<file path="src/rtl/cpu_ctrl_pkg.sv">
// Shared constants for the simple-CPU control sequencer: opcodes, states, field positions.
// Latency: n/a (package only).
// Backpressure: n/a (package only).
package cpu_ctrl_pkg;

  // Opcode encodings; 3..6 are illegal
  localparam logic [2:0] OP_MV  = 3'd0;
  localparam logic [2:0] OP_MVI = 3'd1;
  localparam logic [2:0] OP_ALU = 3'd2;
  localparam logic [2:0] OP_NOP = 3'd7;

  typedef enum logic [1:0] {
    ST_IDLE = 2'd0,
    ST_T1   = 2'd1,
    ST_T2   = 2'd2,
    ST_T3   = 2'd3
  } state_t;

  // Bit positions in the register-enable and bus-driver vectors
  localparam int REG_G_IDX   = 9;
  localparam int REG_A_IDX   = 10;
  localparam int TRI_G_IDX   = 9;
  localparam int TRI_IMM_IDX = 10;

  // Instruction word field positions
  localparam int OPC_LSB  = 29;
  localparam int RX_LSB   = 26;
  localparam int RY_LSB   = 23;
  localparam int ALU_LSB  = 20;
  localparam int RSVD_LSB = 16;
  localparam int RSVD_W   = 4;
  localparam int IMM_LSB  = 0;
  localparam int IMM_W    = 16;

endpackage

</file>
<file path="src/rtl/cpu_ctrl_seq_onehot_dec.sv">
// 3-bit index to 8-bit one-hot decoder with enable; all-zero when disabled.
// Latency: combinational.
// Backpressure: none.
module onehot_dec (
  input  logic [2:0] idx,
  input  logic       en,
  output logic [7:0] oh
);

  // Set only the addressed bit, and only when enabled
  always_comb begin
    oh = '0;
    if (en) oh[idx] = 1'b1;
  end

endmodule

</file>
<file path="src/rtl/cpu_ctrl_seq.sv">
// Multi-cycle sequencer: latches an instruction on run in IDLE and steps T1..T3 driving bus enables.
// Latency: done 1 cycle after the run-sampling edge for MV/MVI/NOP, 3 cycles for ALU.
// Backpressure: run ignored while busy; requester waits for busy=0. Option: CPU_CTRL_ILLEGAL_TRAP_EN.
module cpu_ctrl_seq
  import cpu_ctrl_pkg::*;
#(
  parameter int ADDR_W = 6,
  parameter int EN_W   = 20
) (
  input  logic              clk,
  input  logic              rst_n,
  input  logic              run,
  input  logic [31:0]       instr,
  output logic [EN_W-1:0]   r_en_OH,
  output logic [EN_W-1:0]   tri_controller_OH,
  output logic [22:0]       code,
  output logic [ADDR_W-1:0] address,
  output logic              busy,
  output logic              done,
  output logic              err
);

  state_t state, state_nxt;

  // Latched instruction fields; the reserved nibble is never stored
  logic [2:0]       ir_op, ir_rx, ir_ry, ir_alu;
  logic [IMM_W-1:0] ir_imm;
  logic [ADDR_W-1:0] addr_q;

  // Step controls decoded from state + IR
  logic ld_rx, ld_a, ld_g;
  logic drv_en, drv_sel_rx, drv_g, drv_imm;
  logic done_c;
`ifdef CPU_CTRL_ILLEGAL_TRAP_EN
  logic trap;
  logic err_q;
`endif

  logic [2:0] drv_idx;
  logic [7:0] rx_oh, drv_oh;

  logic unused_rsvd;
  assign unused_rsvd = ^instr[RSVD_LSB +: RSVD_W];

  // State, IR and address counter; synchronous reset abandons any instruction in flight
  always_ff @(posedge clk) begin
    if (!rst_n) begin
      state  <= ST_IDLE;
      ir_op  <= '0;
      ir_rx  <= '0;
      ir_ry  <= '0;
      ir_alu <= '0;
      ir_imm <= '0;
      addr_q <= '0;
    end else begin
      state <= state_nxt;
      if (state == ST_IDLE && run) begin
        ir_op  <= instr[OPC_LSB +: 3];
        ir_rx  <= instr[RX_LSB  +: 3];
        ir_ry  <= instr[RY_LSB  +: 3];
        ir_alu <= instr[ALU_LSB +: 3];
        ir_imm <= instr[IMM_LSB +: IMM_W];
      end
      if (done_c) addr_q <= addr_q + 1'b1;
    end
  end

  // Next-state and per-step enable selection
  always_comb begin
    state_nxt  = state;
    ld_rx      = 1'b0;
    ld_a       = 1'b0;
    ld_g       = 1'b0;
    drv_en     = 1'b0;
    drv_sel_rx = 1'b0;
    drv_g      = 1'b0;
    drv_imm    = 1'b0;
    done_c     = 1'b0;
`ifdef CPU_CTRL_ILLEGAL_TRAP_EN
    trap       = 1'b0;
`endif
    case (state)
      ST_IDLE: begin
        if (run) state_nxt = ST_T1;
      end
      ST_T1: begin
        state_nxt = ST_IDLE;
        case (ir_op)
          OP_MV: begin
            drv_en = 1'b1;
            ld_rx  = 1'b1;
            done_c = 1'b1;
          end
          OP_MVI: begin
            drv_imm = 1'b1;
            ld_rx   = 1'b1;
            done_c  = 1'b1;
          end
          OP_ALU: begin
            drv_en     = 1'b1;
            drv_sel_rx = 1'b1;
            ld_a       = 1'b1;
            state_nxt  = ST_T2;
          end
          OP_NOP: begin
            done_c = 1'b1;
          end
          default: begin
`ifdef CPU_CTRL_ILLEGAL_TRAP_EN
            trap   = 1'b1;
`else
            done_c = 1'b1;
`endif
          end
        endcase
      end
      ST_T2: begin
        drv_en    = 1'b1;
        ld_g      = 1'b1;
        state_nxt = ST_T3;
      end
      ST_T3: begin
        drv_g     = 1'b1;
        ld_rx     = 1'b1;
        done_c    = 1'b1;
        state_nxt = ST_IDLE;
      end
      default: state_nxt = ST_IDLE;
    endcase
  end

  // ALU T1 drives rx onto the bus; every other register-drive step uses ry
  assign drv_idx = drv_sel_rx ? ir_rx : ir_ry;

  onehot_dec u_rx_dec (
    .idx (ir_rx),
    .en  (ld_rx),
    .oh  (rx_oh)
  );

  onehot_dec u_drv_dec (
    .idx (drv_idx),
    .en  (drv_en),
    .oh  (drv_oh)
  );

  // Assemble the full-width enable vectors; unassigned bits stay 0
  always_comb begin
    r_en_OH                        = '0;
    r_en_OH[7:0]                   = rx_oh;
    r_en_OH[REG_G_IDX]             = ld_g;
    r_en_OH[REG_A_IDX]             = ld_a;
    tri_controller_OH              = '0;
    tri_controller_OH[7:0]         = drv_oh;
    tri_controller_OH[TRI_G_IDX]   = drv_g;
    tri_controller_OH[TRI_IMM_IDX] = drv_imm;
  end

`ifdef CPU_CTRL_ILLEGAL_TRAP_EN
  // Sticky illegal-opcode flag, cleared only by reset
  always_ff @(posedge clk) begin
    if (!rst_n)    err_q <= 1'b0;
    else if (trap) err_q <= 1'b1;
  end
  assign err = err_q;
`else
  assign err = 1'b0;
`endif

  assign code    = {ir_alu, 4'b0000, ir_imm};
  assign address = addr_q;
  assign busy    = (state != ST_IDLE);
  assign done    = done_c;

endmodule
</file>
<file path="config.mk">
export PLATFORM = sky130hd
export DESIGN_NAME = cpu_ctrl_seq
export DESIGN_NICKNAME = d
export VERILOG_FILES = /design/src/rtl/cpu_ctrl_pkg.sv /design/src/rtl/cpu_ctrl_seq_onehot_dec.sv /design/src/rtl/cpu_ctrl_seq.sv
export SDC_FILE = /design/constraint.sdc
export NUM_CORES = 1
export LEC_CHECK = 0
export ABC_AREA = 1
export CAP_MARGIN = 15
export CORE_UTILIZATION = 30
export DETAILED_ROUTE_END_ITERATION = 7
export PLACE_DENSITY = 0.63
export SYNTH_ARGS = -nofsm -noshare
export SYNTH_HDL_FRONTEND = slang
export SYNTH_SLANG_ARGS = --single-unit
</file>
<file path="constraint.sdc">
create_clock -name clk -period 1.9 [get_ports clk]
set_input_delay 0.38 -clock clk [delete_from_list [all_inputs] [get_ports clk]]
set_output_delay 0.38 -clock clk [all_outputs]
set_load 0.01 [all_outputs]
</file>
# After elaboration in Yosys (flattened, before gate mapping)
# Cells that the tools add are included.
word_totals:
  ff_bits: 36
  latch_bits: 0
  ramBits: 0
  rom_bits: 0
  input_bits: 35
  output_inout_bits: 72
  word_cells: 48
  mem_count: 0
classes:
  add_sub_neg: 1
  mul: 0
  n_div: 0
  order_cmp: 4
  n_eq_ne: 6
  shift: 0
  n_mux: 22
  bitwise: 0
  reduce_logical: 8
op_table:
  columns: ["op", "count"]
  rows:
  - ["$mux W8", 2]
  - ["$mux W1", 11]
  - ["$lt A3 B4 Y1 const B", 2]
  - ["$pmux W2 S4", 1]
  - ["$add A6 B1 Y6 const B", 1]
  - ["$demux W1 S3", 2]
  - ["$ge A3 B1 Y1 const B", 2]
  - ["$pmux W1 S2", 3]
  - ["$eq A2 B2 Y1 const B", 2]
  - ["$mux W2", 2]
  - ["$reduce_or A2 Y1", 2]
  - ["$eq A3 B1 Y1 const B", 1]
  - ["$eq A3 B2 Y1 const B", 1]
  - ["$logic_and A1 B1 Y1", 3]
  - ["$logic_not A3 Y1", 1]
  - ["$mux W3", 1]
  - ["$eq A2 B1 Y1 const B", 1]
  - ["$logic_not A2 Y1", 1]
  - ["$ne A2 B2 Y1 const B", 1]
  - ["$reduce_bool A2 Y1", 1]

# Depth between registers and ports, before layout
# Gate-level depths: netlist of the first run.
logic_depth:
  ltp_word: 9
  ltp_mapped: 8
  mapped_depth_nobuf: 8

# Hierarchy
# Synthesis of the first run repeated with hierarchy kept, for this count alone.
hier_totals:
  hier_cells: 263
  hier_area_um2: 1831.8
modules_own_cells:
  columns: ["mod", "instances", "cells_each", "area_per_inst_um2", "seq_area_each_um2"]
  rows:
  - ["cpu_ctrl_seq", 1, 229, 1704.1, 720.7]
  - ["onehot_dec", 2, 17, 63.8, 0.0]

# Least setup slack after synthesis of the first run
# Ideal clock, no wire load.
synth_path:
  path_type: "flip-flop to output port"
  from: "reg with a tool-made name"
  to: "out tri_controller_OH[1]"
  arrival_time_ns: 1.258
  t_required_ns: 1.520
  slack_ns: 0.262
  path_stages_with_launch: 8
  path_buffers: 0
  cell_sequence: "dfxtp_1 -> inv_1 -> ha_1 -> nand3_4 -> clkinv_2 -> nand2_4 -> nand3_2 -> nor2_1"
synth_lines:
  columns: ["element", "line_no", "source"]
  rows:
  - ["to (decl)", "cpu_ctrl_seq.sv:15", "output logic [EN_W-1:0] tri_controller_OH,"]

==> run summary, run 1 <==
# DRC = 0
H-tree Lvls = 2
Final HPWL DP = 3.22 mm
Util after Layout = 48.8%
Gate power share = 40.7%
# port buffers = 77
Drt initial violations = 66
Crit-path most repeated cell = buf_6
Primary FF master, synth = dfxtp_1
Simple-gate share of the synthesized area = 28.1%
Sw Ratio = 35.5%
Core footprint = 0.00599 mm²
Internal power = 0.00166 W
Critical Path Fanout Max = 4
Fin crit period = 1.97 ns
Syn Inst Count = 263
Average size of a mapped cell = 7.21 µm²
1st-pass router iterations = 4
Sequential fraction of the synthesis area = 38.0%
CTS tree = built
Tot GR Track Use = 14.0%
Fin. Hold Viols = 0
Critical path type = flip-flop to output port
Failing checks = setup timing
Final worst-path cycle share = 104%
Worst-path clk slew = 0.07 ns
Setup WS post-layout = -0.0723 ns
Layout cell share with drive strength beyond 1 = 25.4%
Critical path, cell by cell = inv_4 > ha_4 > buf_6 > a21oi_4 > nor2_4 > nand3_4 > buf_6 > nor2_4 > buf_6
Startpoint types = flip-flop
Clock Power Share = 22.0%
Synth Area in Compound Gates = 12.1%
Grt ovf = 0
Initial Util = 31.6%
Cell taking the most area after synthesis = dfxtp_1
Non-Filler Instances = 429
Vias per inst = 4.30
Max-Cap Viols = 0
Peak supply drop = 0.427 mV
Final hold slack = 0.476 ns
Final nets = 394
Die Width = 81.5 µm
Slowest cell on the critical path = dfxtp_2
Synth area leaders = dfxtp_1, nor2_1, buf_4
Placed Cells = 416
Status = complete, but fails checks
Xor/xnor share of the synthesized area = 0%
Main combinational cell family by area after synthesis = simple AND/OR/NAND/NOR gates
Post-DRT Antenna Nets = 0
Post-synth cell types = 23
# clock sinks = 36
HP Class = flip-flop to flip-flop
Routed wire per std cell = 10.6 µm
Root Buffer = clkbuf_8
Clock latency on the worst-skew pair = 0.28 ns
Post-Synth Adder-Cell Area = 3.96%
RePlAce Congestion = 0.747
Fmax = 0.507 GHz
Num CTS Buffers = 5
Die height = 81.5 µm
Die area = 0.00664 mm²
FP Rows = 28
Initial antenna violation count = 0
First-pass GRT wire length = 6.99 mm
Clk_skew = 0.00250 ns
Post-synth EDFFs = 0
Clock Path Buffers = 2
Sequential Power Share = 37.3%
Switching power = 0.000912 W
# hold bufs at CTS = 0
Largest net degree at the start of global routing = 37
CP arrival = 1.59 ns
Asr flop ratio synth = 0%
Ant. Diodes = 0
Wirelength, routed = 4.55 mm
Seq cells post-synth = 36
Mux cell area share after synthesis = 0%
Max-slew violations = 0
Pwr per Cell Area = 880 mW/mm²
CP Capture Type = output port
I/O pin count = 107
Routed via count = 1843
Area delta synth->final = 54.1%
Top cells by count, synth = nor2_1, dfxtp_1, buf_4
Yosys warnings = 0
RSZ-0062 raised after global routing = yes
Endpoints failing setup = 7
Setup WS pre-CTS = -0.267 ns
Worst Path Required = 1.52 ns
Synth Cell Area = 0.00190 mm²
Most frequent cell after synthesis = nor2_1
Slowest stage delay, CP = 0.33 ns
Synth top area share = 38.0%
Leak = 1.26 nW
Vias in the first global route = 1622
layer usage:
layer,up-vias,GRT usage (%),share of wire (%)
li1,951,-,-
met1,821,15.8,43
met2,69,23.9,48
met3,2,5.89,8.8
met4,0,4.11,0.42
met5,-,0,0
final cells by class:
| cell class | count | area (µm²) |
|---|---|---|
| clock buffer | 7 | 86.3 |
| clock inverter | 1 | 7.51 |
| fill | 612 | 3070 |
| inverter | 17 | 68.8 |
| multi-input combinational | 197 | 1080 |
| sequential | 36 | 726 |
| tap | 75 | 93.8 |
| timing repair buffer | 96 | 856 |
repair_timing:
action | CTS | global route
cloned | 1 | 0
hold endpoints to repair | 0 | 0
endpoints found under the setup margin | 22 | 17
setup buffers | 3 | 1
gates resized for setup | 83 | 40
pin swaps | 6 | 7
metrics by stage:
step           power, W  TNS, ns  instance area (µm²)
4_1_cts         0.00253   -0.509                 2810
3_5_place_dp    0.00191    -3.23                 2710
2_1_floorplan   0.00152        0                 1990
6_report        0.00257   -0.287                 2920
3_3_place_gp    0.00189    -2.63                 2710
5_1_grt         0.00277    -1.17                 2920
final timing paths:
path	from	to	slack, ns	cells after the start
max	flip-flop	tri_controller_OH[7]	-0.07	9
min	ir_ry[1]	ir_ry[1]	0.48	2
max reg2reg	state[0]	address[4]	0.46	8
min reg2reg	ir_ry[1]	ir_ry[1]	0.48	2
flip-flops by register name, summed over array words and instances, names as in the netlist, named ones only:
signal	flops
ir_ry	3
ir_rx	3
ir_alu	3
state	1
address	6
ir_imm	16
ir_op	3
critical path, delay by kind of cell (launching register included):
kind                     cells  cell delay [ns]
buffers and inverters        4             0.42
flip-flops                   1             0.33
AND/OR/NAND/NOR              3             0.33
adder cells (fa/ha/maj)      1             0.18
AO/OA/AOI/OAI                1             0.05
cell families (layout without fill, tap and decap cells):
logic type      count (synthesis)  after routing
simple gates                  119            120
buf+inv                        55            121
compound gates                 46             46
flops                          36             36
fa+ha+maj                       6              6
other cells                     1             25
placed cells by master, fill, tap and decap left out, types with 2 or more instances in the layout:
| master | count |
|---|---|
| buf_6 | 5 |
| inv_1 | 11 |
| o21ai_2 | 3 |
| o21ai_0 | 24 |
| nor2_2 | 7 |
| inv_2 | 4 |
| nor2_1 | 67 |
| dlygate4sd2_1 | 3 |
| nand3_4 | 2 |
| nand2_1 | 20 |
| nand2_2 | 4 |
| buf_4 | 15 |
| ha_2 | 2 |
| ha_4 | 2 |
| nor3_1 | 2 |
| dfxtp_1 | 34 |
| a21oi_1 | 11 |
| ha_1 | 2 |
| conb_1 | 25 |
| clkbuf_8 | 6 |
| buf_2 | 14 |
| nand3_2 | 4 |
| nor2_4 | 5 |
| inv_4 | 2 |
| nand2_4 | 8 |
| o21ai_1 | 7 |
| clkbuf_2 | 2 |
| clkdlybuf4s50_1 | 55 |
power by group through the flow:
stage               Clock, W  Sequential [W]  Combinational, W
global route        0.000629        0.000978           0.00116
global placement           0        0.000959          0.000931
CTS                 0.000592        0.000956          0.000977
detailed placement         0        0.000963          0.000944
floorplan                  0        0.000993          0.000526
finish              0.000566        0.000959           0.00105
No activity file was read; power rests on OpenSTA's default activity.
==> run 2, diff against run 1 <==
--- a/config.mk
+++ b/config.mk
@@ -13,3 +13,4 @@
 export SYNTH_ARGS = -nofsm -noshare
 export SYNTH_HDL_FRONTEND = slang
 export SYNTH_SLANG_ARGS = --single-unit
+export TNS_END_PERCENT = 30
==> constraint.sdc (replaced) <==
create_clock -name clk -period 2.45 [get_ports clk]
set_input_delay 0.49 -clock clk [delete_from_list [all_inputs] [get_ports clk]]
set_output_delay 0.49 -clock clk [all_outputs]
set_load 0.01 [all_outputs]
==> run 2 against run 1 <==
Effect of this change: critical path type unchanged; power is 28% lower; largest power group is now sequential cells; the run now ends clean; largest cell class unchanged; sequential power is 23% lower; core utilization is 3.5 points lower.
==> run summary, run 2 (same netlist as run 1, synthesis figures left out) <==
Drt initial violations = 46 (was 66)
Final nets = 377 (was 394)
Max-slew violations = 0 (unchanged)
Worst Path Required = 1.96 ns (was 1.52 ns)
Wirelength, routed = 4.30 mm (was 4.55 mm)
Clk_skew = 0.00304 ns (was 0.00250 ns)
Ant. Diodes = 0 (unchanged)
Setup WS post-layout = 0.128 ns (was -0.0723 ns)
Status = finished, final reports clean (was complete, but fails checks)
Setup WS pre-CTS = 0.123 ns (was -0.267 ns)
FP Rows = 28 (unchanged)
# port buffers = 77 (unchanged)
Routed wire per std cell = 10.4 µm (was 10.6 µm)
Layout cell share with drive strength beyond 1 = 9.50% (was 25.4%)
Critical Path Fanout Max = 4 (unchanged)
Leak = 1.18 nW (was 1.26 nW)
Vias in the first global route = 1590 (was 1622)
Fin. Hold Viols = 0 (unchanged)
Tot GR Track Use = 13.4% (was 14.0%)
Final worst-path cycle share = 94.8%
Most common cell after layout, fill and taps aside = nor2_1 (unchanged)
CP top delay family = buffers and inverters (unchanged)
Worst-path clk slew = 0.07 ns (about the same)
Root Buffer = clkbuf_8 (unchanged)
Max-Cap Viols = 0 (unchanged)
Endpoints failing setup = 0 (was 7)
Slowest cell on the critical path = clkdlybuf4s50_1 (was dfxtp_2)
Pwr per Cell Area = 683 mW/mm² (was 880 mW/mm²)
Clock Power Share = 23.3% (was 22.0%)
Die Width = 81.5 µm (unchanged)
RSZ-0062 raised after global routing = no (was yes)
HP Class = flip-flop to flip-flop (unchanged)
1st-pass router iterations = 4 (unchanged)
Vias per inst = 4.23 (was 4.30)
Routed via count = 1744 (was 1843)
# DRC = 0 (unchanged)
Fin crit period = 2.32 ns
Clock latency on the worst-skew pair = 0.28 ns (about the same)
Area delta synth->final = 43.0% (was 54.1%)
Slowest stage delay, CP = 0.54 ns (was 0.33 ns)
Die area = 0.00664 mm² (unchanged)
Core footprint = 0.00599 mm² (unchanged)
Clock Path Buffers = 2 (unchanged)
Fmax = 0.431 GHz
CTS tree = built (unchanged)
Critical path type = flip-flop to output port (unchanged)
Initial Util = 31.6% (unchanged)
Largest Register = ir_imm (unchanged)
Sw Ratio = 34.4% (was 35.5%)
Internal power = 0.00121 W (was 0.00166 W)
Post-DRT Antenna Nets = 0 (unchanged)
Largest net degree at the start of global routing = 37 (unchanged)
Critical path, cell by cell = inv_2 > ha_4 > nand2_1 > nand2_1 > nand2_1 > nor2_1 > clkdlybuf4s50_1 (was inv_4 > ha_4 > buf_6 > a21oi_4 > nor2_4 > nand3_4 > buf_6 > nor2_4 > buf_6)
I/O pin count = 107 (unchanged)
First-pass GRT wire length = 6.82 mm (was 6.99 mm)
RePlAce Congestion = 0.747 (about the same)
Final HPWL DP = 3.19 mm (was 3.22 mm)
Die height = 81.5 µm (unchanged)
Placement Cell Area = 0.00260 mm² (was 0.00271 mm²)
Non-Filler Instances = 412 (was 429)
Peak supply drop = 0.427 mV (about the same)
Initial antenna violation count = 0 (unchanged)
CP Capture Type = output port (unchanged)
Startpoint types = flip-flop (unchanged)
Post CTS Setup Buffer Count = 0 (was 3)
Grt ovf = 0 (unchanged)
H-tree Lvls = 2 (unchanged)
CP bufs+invs = 2 (was 4)
Most frequent cells in the layout = nor2_1, clkdlybuf4s50_1, dfxtp_1 (unchanged)
CP arrival = 1.83 ns (was 1.59 ns)
Final hold slack = 0.474 ns (was 0.476 ns)
Placed Cells = 404 (was 416)
Sequential Power Share = 40.0% (was 37.3%)
Num CTS Buffers = 5 (unchanged)
# clock sinks = 36 (unchanged)
Setup TNS = 0 ns (was -0.287 ns)
Switching power = 0.000638 W (was 0.000912 W)
Crit-path most repeated cell = nand2_1 (was buf_6)
Gate power share = 36.7% (was 40.7%)
Max FFs per register = 16 (unchanged)
Post-route design area = 0.00271 mm² (was 0.00292 mm²)
[run 2: layer usage]
layer	vias to the layer above	track usage (%)	wire length, µm
li1	913	-	-
met1	755	13.9	1780
met2	69	24.8	2080
met3	7	4.44	375
met4	0	5.00	74
met5	-	0	0
[run 2: power by group through the flow]
| stage | clock network [W] | logic, W | registers, W |
|---|---|---|---|
| floorplan | 0 | 0.000408 | 0.000770 |
| global placement | 0 | 0.000670 | 0.000747 |
| detailed placement | 0 | 0.000680 | 0.000750 |
| CTS | 0.000450 | 0.000691 | 0.000742 |
| global route | 0.000473 | 0.000763 | 0.000754 |
| finish | 0.000431 | 0.000680 | 0.000742 |
[run 2: worst register-to-register path, delay by kind of cell, from the launching register on]
| family | cells | cell delay [ns] |
|---|---|---|
| fa+ha+maj | 1 | 0.19 |
| buf+inv | 2 | 0.50 |
| flops | 1 | 0.35 |
| simple gates | 3 | 0.35 |
[run 2: final cells by class]
cell class	count	area (µm²)
Clock buffer	6	82.6
Clock inverter	2	10.0
Fill cell	631	3280
Inverter	17	65.1
Multi-Input combinational cell	196	948
Sequential cell	36	723
Tap cell	75	93.8
Timing Repair Buffer	80	788
[run 2: final timing paths]
| path | slack [ns] | startpoint | cells past startpoint | endpoint |
|---|---|---|---|---|
| min | 0.47 | ir_ry[0] | 2 | ir_ry[0] |
| max | 0.13 | flip-flop | 7 | r_en_OH[1] |
| max reg2reg | 1.00 | state[0] | 6 | ir_imm[12] |
| min reg2reg | 0.47 | ir_ry[0] | 2 | ir_ry[0] |
[run 2: repair_timing]
item,in CTS,in global routing
pin swaps,1,0
gates resized for setup,14,2
hold buffers,0,0
endpoints found under the setup margin,16,2
[run 2: metrics by stage]
stage,total power [W],util [%]
6_report,0.00185,45.3
5_1_grt,0.00199,45.3
3_5_place_dp,0.00143,43.5
3_3_place_gp,0.00142,43.5
2_1_floorplan,0.00118,-
4_1_cts,0.00188,45.2
